### src/rtl/red_pkg.sv
// ---------------------------------------------------------------------------
// red_pkg
//
// Purpose:
//   Shared constants for the GF(2^163) reduction block. The field is defined
//   by the pentanomial f(x) = x^163 + x^7 + x^6 + x^3 + 1. This package holds
//   the field degree, the widths of an unreduced product and of a reduced
//   element, and the tap positions of the low part of f(x).
//
// Contents:
//   FIELD_M       field degree (163)
//   WIDE_W        width of an unreduced polynomial (2*FIELD_M = 326)
//   NARROW_W      width of a reduced field element (FIELD_M = 163)
//   TAP_A..TAP_D  exponents of the low terms of f(x): 7, 6, 3, 0
//   POLY_LOW      f(x) with the leading x^163 term dropped (163'h...C9)
//   wideT/fieldT  convenience vector types for the two widths
// ---------------------------------------------------------------------------
package red_pkg;

  localparam int FIELD_M  = 163;
  localparam int WIDE_W   = 2 * FIELD_M;
  localparam int NARROW_W = FIELD_M;

  // Exponents of the non-leading terms of the reduction pentanomial.
  localparam int TAP_A = 7;
  localparam int TAP_B = 6;
  localparam int TAP_C = 3;
  localparam int TAP_D = 0;

  typedef logic [WIDE_W-1:0]   wideT;
  typedef logic [NARROW_W-1:0] fieldT;

  // Builds the low part of f(x) from the tap list so the two can never
  // disagree. x^163 itself is implicit: it is the term being folded away.
  function automatic fieldT tapsToPoly();
    fieldT p;
    p        = '0;
    p[TAP_A] = 1'b1;
    p[TAP_B] = 1'b1;
    p[TAP_C] = 1'b1;
    p[TAP_D] = 1'b1;
    return p;
  endfunction

  localparam fieldT POLY_LOW = tapsToPoly();

endpackage

### src/rtl/red_fold.sv
// ---------------------------------------------------------------------------
// red_fold
//
// Purpose:
//   Purely combinational reduction of a 2M-bit polynomial over GF(2) modulo
//   f(x) = x^M + POLY(x). Every term x^k with k >= M is rewritten as
//   x^(k-M) * POLY(x) and XORed back into the low part. For the 163-bit
//   pentanomial two folds are enough:
//     fold 1: bits [2M-1:M] (degree up to 2M-1) land at degree <= M-1+7,
//             leaving at most 7 bits above x^(M-1);
//     fold 2: those 7 bits land at degree <= 6+7 = 13, well below M.
//   The result is therefore fully reduced to degree <= M-1.
//
// Ports:
//   i_d  input  [2M-1:0]  unreduced polynomial, bit i = coeff of x^i
//   o_r  output [M-1:0]   i_d mod f(x), bit i = coeff of x^i
// ---------------------------------------------------------------------------
module red_fold
  import red_pkg::*;
#(
  parameter int            M    = FIELD_M,
  parameter logic [M-1:0]  POLY = POLY_LOW
) (
  input  logic [2*M-1:0] i_d,
  output logic [M-1:0]   o_r
);

  logic [2*M-1:0] w_hi1;
  logic [2*M-1:0] w_fold1;
  logic [M-1:0]   w_hi2;
  logic [M-1:0]   w_fold2;

  // First fold: the whole upper half of the input is multiplied by POLY and
  // added to the lower half. The upper half is zero-extended to 2M bits so
  // the shifted copies keep the bits that spill past x^(M-1); those spilled
  // bits are what the second fold has to clean up. POLY is a parameter, so
  // the if only selects which shifted copies become XOR inputs.
  always_comb begin
    w_hi1   = {{M{1'b0}}, i_d[2*M-1:M]};
    w_fold1 = {{M{1'b0}}, i_d[M-1:0]};
    for (int j = 0; j < M; j++) begin
      if (POLY[j]) begin
        w_fold1 = w_fold1 ^ (w_hi1 << j);
      end
    end
  end

  // Second fold: whatever survived above x^(M-1) after the first fold is
  // folded once more. Only a handful of low bits of w_hi2 can be non-zero,
  // so the shifted copies stay inside M bits and the M-wide arithmetic here
  // never drops a real term.
  always_comb begin
    w_hi2   = w_fold1[2*M-1:M];
    w_fold2 = w_fold1[M-1:0];
    for (int j = 0; j < M; j++) begin
      if (POLY[j]) begin
        w_fold2 = w_fold2 ^ (w_hi2 << j);
      end
    end
  end

  assign o_r = w_fold2;

endmodule

### src/rtl/red.sv
// ---------------------------------------------------------------------------
// red
//
// Purpose:
//   Registered GF(2^163) reduction. The combinational red_fold network
//   reduces D each cycle; this wrapper only adds the result and valid
//   registers, giving one cycle of latency and a full result every cycle
//   with no stalls.
//
// Ports:
//   clk        input          rising-edge clock
//   rst        input          synchronous active-high reset
//   in_valid   input          D is valid this cycle
//   D          input  [2M-1:0] unreduced polynomial, bit i = coeff of x^i
//   out_valid  output          r holds a result captured at the last edge
//   r          output [M-1:0]  D mod f(x), bit i = coeff of x^i
// ---------------------------------------------------------------------------
module red
  import red_pkg::*;
#(
  parameter int            M    = FIELD_M,
  parameter logic [M-1:0]  POLY = POLY_LOW
) (
  input  logic           clk,
  input  logic           rst,
  input  logic           in_valid,
  input  logic [2*M-1:0] D,
  output logic           out_valid,
  output logic [M-1:0]   r
);

  logic [M-1:0] w_reduced;
  logic [M-1:0] r_result;
  logic         r_valid;

  // The reduction itself is a pure XOR network with no state.
  red_fold #(
    .M    (M),
    .POLY (POLY)
  ) u_fold (
    .i_d (D),
    .o_r (w_reduced)
  );

  // Output registers. Reset wins over a simultaneous input so a word
  // presented during reset is dropped. Outside reset the valid flag simply
  // follows in_valid, while the result register only loads on a valid
  // input and otherwise keeps the last result visible.
  always_ff @(posedge clk) begin
    if (rst) begin
      r_result <= '0;
      r_valid  <= 1'b0;
    end else begin
      r_valid <= in_valid;
      if (in_valid) begin
        r_result <= w_reduced;
      end
    end
  end

  assign r         = r_result;
  assign out_valid = r_valid;

endmodule

### config.mk
export PLATFORM = sky130hd
export DESIGN_NAME = red
export DESIGN_NICKNAME = d
export VERILOG_FILES = /design/src/rtl/red_pkg.sv /design/src/rtl/red_fold.sv /design/src/rtl/red.sv
export SDC_FILE = /design/constraint.sdc
export NUM_CORES = 1
export LEC_CHECK = 0
export BUFFER_PORTS_ARGS = -buffer_cell sky130_fd_sc_hd__buf_2
export CELL_PAD_IN_SITES_DETAIL_PLACEMENT = 0
export CELL_PAD_IN_SITES_GLOBAL_PLACEMENT = 2
export CORE_MARGIN = 5
export CORE_UTILIZATION = 30
export DETAILED_ROUTE_END_ITERATION = 7
export PLACE_DENSITY = 0.91
export SKIP_LAST_GASP = 1
export SLEW_MARGIN = 5
export SYNTH_ARGS = -nofsm -noshare
export SYNTH_HDL_FRONTEND = slang
export SYNTH_SLANG_ARGS = --single-unit
### constraint.sdc
create_clock -name clk -period 1.7 [get_ports clk]
set_input_delay 0.255 -clock clk [delete_from_list [all_inputs] [get_ports clk]]
set_output_delay 0.255 -clock clk [all_outputs]
set_load 0.02 [all_outputs]
Yosys cells after proc, flatten, opt, wreduce, memory -nomap -nowiden. Cells that the tools add are included.

Logic and storage cells: 10. Output and inout port bits: 164. Flip-flop bits (word level): 164. Input port bits: 329.

Bitwise operators: 8.

Operators by type and width (count): 163-bit XOR (5); 326-bit by 166-bit XOR with 326-bit output (1); 326-bit by 169-bit XOR with 326-bit output (1); 326-bit by 170-bit XOR with 326-bit output (1).

Logic depth before layout (Yosys ltp).
Word-level depth: 8. Depth in mapped cells: 5. Depth with buffers taken out: 4.

Cells and area by module. A second synthesis with hierarchy kept.

Cells, all modules: 946. Area, all modules: 11837.6 µm².

By module, submodules not included: red_fold (instances 1, seq. area each 0.0 µm², area an instance 6028.3 µm², cells each 419); red (instances 1, seq. area each 3283.1 µm², area an instance 5809.3 µm², cells each 527).

Worst setup path before layout. Ideal clock, no wire load.

Path kind: in2reg. Start: input D[322]. End: register r_result[9] (netlist: r[9]). Arrival: 1.306 ns. Path buffers: 1. Library setup time: 0.082 ns. Required time: 1.618 ns. Path slack: 0.311 ns. Stages: 4. Cell sequence: buf_6 -> xnor3_1 -> or4b_1 -> o221ai_1.

Longest elaborated chain between the ends: 3. Elaborated cells on any way between the ends: 4. Classes of those cells: bitwise: 4.

Ends and longest elaborated chain: start: declaration (RTL line red.sv:27) `input logic [2*M-1:0] D,`; 326-bit by 170-bit XOR with 326-bit output (*) (RTL line red_fold.sv:43) `w_fold1 = w_fold1 ^ (w_hi1 << j);`; 163-bit XOR / 326-bit by 170-bit XOR with 326-bit output (equally long branches) (RTL line red_fold.sv:57, red_fold.sv:43); 163-bit XOR (*) (RTL line red_fold.sv:57) `w_fold2 = w_fold2 ^ (w_hi2 << j);`; end signal: assignment (RTL line red.sv:56) `r_result <= w_reduced;`; end: declaration (RTL line red.sv:33) `logic [M-1:0] r_result;`.

Every way passes the cells marked *; elsewhere a longest branch is shown, timed or not. A chain may end at the register's enable or synchronous reset.

Final worst setup path.
Start: register r_result[44] (netlist: r[44]). End: output r[44].

RTL lines: end: declaration (RTL line red.sv:29) `output logic [M-1:0] r`.

No word-level cell between the ends.

==> flow_summary.yaml <==
clock_tree:
  cts.sinks: 164
  cts_resized: 0
  cts_tree: "built"
  clk_latency_ps: 430
  max-clock-path-buffers: 2
  cts.clk_slew.worst_paths_ps: 70
  cts.htree.levels: 4
  cts_made_buffers: 17
  postCtsSetupRepairBufs: 0
  ctsHoldBuffers: 0
  ctsRootBufferMaster: "clkbuf_16"
grt:
  grt_usage_pct: 16.8
  grt_overflow: 0
  first_global_vias: 9307
  antenna_found_initial: 14
  grt_pass1_wl_um: 56100
  grt_start_max_net_pins: 52
critical_path:
  required_ps: 1440
  critPathBufInv: 1
  arrival_ps: 1050
  start_kind: "flip-flop"
  crit_chain: "buf_2"
  crit_family: "flip-flops"
  critical-path-max-stage-delay_ps: 410
  slowest_stage: "dfxtp_1"
  worstSetupPathType: "flip-flop to output port"
  crit_fanout: 2
  end_kind: "output port"
placement:
  place.gp.congestion: 0.934
  io_buffers: 492
  dpl.hpwl_um: 31200
timing:
  fmaxAchievable_mhz: 769
  worst_pin_slew_ps: 443
  maxSlewViolCount: 0
  setup_viol: 0
  tns_ps: 0
  rsz0062_at_grt: "no"
  fin_crit_ps: 1300
  final.setup_skew_ps: 0
  slew-limit-headroom_pct: 70.3
  period_share_pct: 76.5
  hold_viol_final: 0
detailed_routing:
  via_per_inst: 4.34
  ant_nets: 0
  drt_iter0_drc: 325
  route.detailed.drc: 0
  dr.pass1.iters: 5
  routed_wirelength_um: 37100
  vias: 8626
  wire_per_inst_um: 18.7
synth:
  ys_types: 23
  synth_area_leader_cell: "xnor3_1"
  synth_nets: 1288
  yosysTopAreaCellShare_pct: 30.4
  yosys_warnings: 0
  synth-seq-cells: 164
  syn_inst: 959
  synth_area_sq_mm: 0.0117
  synth.yosys.seq_area_share_pct: 28.1
  synth.area.top_cells: "xnor3_1 (30%), dfxtp_1 (28%), mux2i_1 (13%)"
  syn_area_per_cell_sq_um: 12.2
finish:
  syn_to_final_growth_pct: 32.2
  drive_gt1_share_pct: 37.2
  fillers: 3873
  layout.area.seq_sq_mm: 0.00328
  final_util_pct: 40.1
  nets: 1777
  multi_input_area_sq_mm: 0.00822
job:
  maxCapViolations: 0
min_path:
  hp-class: "input port to flip-flop"
floorplan:
  core_sq_mm: 0.0386
  io_pins: 493
  dieArea_sq_mm: 0.0430
  die_height_um: 207
  row_count: 72
  start_util_pct: 30.3
  die_x_um: 207
run_status:
  status: "completed"
pwr:
  fin_total_pwr_mw: 13.8
  powerDensity_mw_per_mm2: 891
  leakage_nw: 8.54
  irDropWorstVdd_mv: 0.659
-- through the flow --
stage | std cells | setup WS (ps) | hold slack, ps | cell area (sq um)
global placement | 1947 | 156 | 467 | 14800
finish | 1988 | 399 | 195 | 15500
floorplan | 959 | 311 | 482 | 11700
detailed placement | 1947 | 143 | 474 | 14800
global route | 1982 | 339 | 189 | 15400
CTS | 1979 | 342 | 167 | 15400
-- power breakdown --
| group | internal (mW) | switching [mW] | total, mW |
|---|---|---|---|
| clock network | 2.25 | 1.64 | 3.89 |
| registers | 4.36 | 0.255 | 4.61 |
| logic | 2.60 | 2.66 | 5.27 |
-- cells in the final DEF (no fill, tap or decap), drive strengths merged --
cell      instances
buf             510
dfxtp           164
nor2            162
xnor3           159
xor2            155
mux2i           155
xnor2           106
clkbuf           21
diode             9
a211oi            5
clkinv            5
inv               4
xor3              3
nand2             2
clkinvlp          2
bufinv            2
nor2b             1
o21a              1
or4b              1
o221ai            1
or2               1
o211a             1
-- synth_stat cells --
cell type  number
buf_2          18
o221ai_1        1
nor2_1        162
inv_1           2
buf_6           1
o21a_1          1
xnor3_1       158
a211oi_1        4
clkbuf_1       20
xor3_1          3
mux2i_1       155
nor2b_1         1
xor2_1        155
xnor2_4         1
dfxtp_1       164
a211oi_2        1
xnor2_1       105
nand2_1         2
o211a_1         1
buf_1           1
or4b_1          1
or2_2           1
xnor3_2         1
-- sequential cells by signal, summed over array words and instances (netlist names) --
register / cells
r: 163
out_valid: 1
-- worst paths after layout --
path           from      to  slack [ps]  cells after the start
min reg2reg  r[124]  r[124]         480                      2
max           r[44]   r[44]         400                      1
min             rst   r[10]         190                      2
max reg2reg    r[4]    r[4]         910                      2
-- layout make-up --
type	instances	share of cell area, %
sequential	164	21.2
clock inverter	11	0.810
clock buffer	21	2.98
antenna	9	0.146
inverter	2	0.0486
multi-input combinational	753	53.2
tap	518	4.19
timing repair buffer	510	17.4
-- cells by family after synthesis --
kind of cell           share of synthesized area, %
flip-flops                                     28.1
buffers and inverters                          1.61
XOR/XNOR                                       51.0
multiplexers                                   13.3
AO/OA/AOI/OAI                                 0.589
AND/OR/NAND/NOR                                5.46
-- routing by layer --
layer  wire length [um]  vias to the layer above  share of wire (%)  global-route usage (%)
li1                   -                     4206                  -                       -
met1              14700                     4065                 40                    19.0
met3               3260                       45                8.8                    7.09
met5                 56                        -               0.15                       0
met4                744                       10                2.0                    4.88
met2              18300                      300                 49                    29.0
No activity file was read; power rests on OpenSTA's default activity.
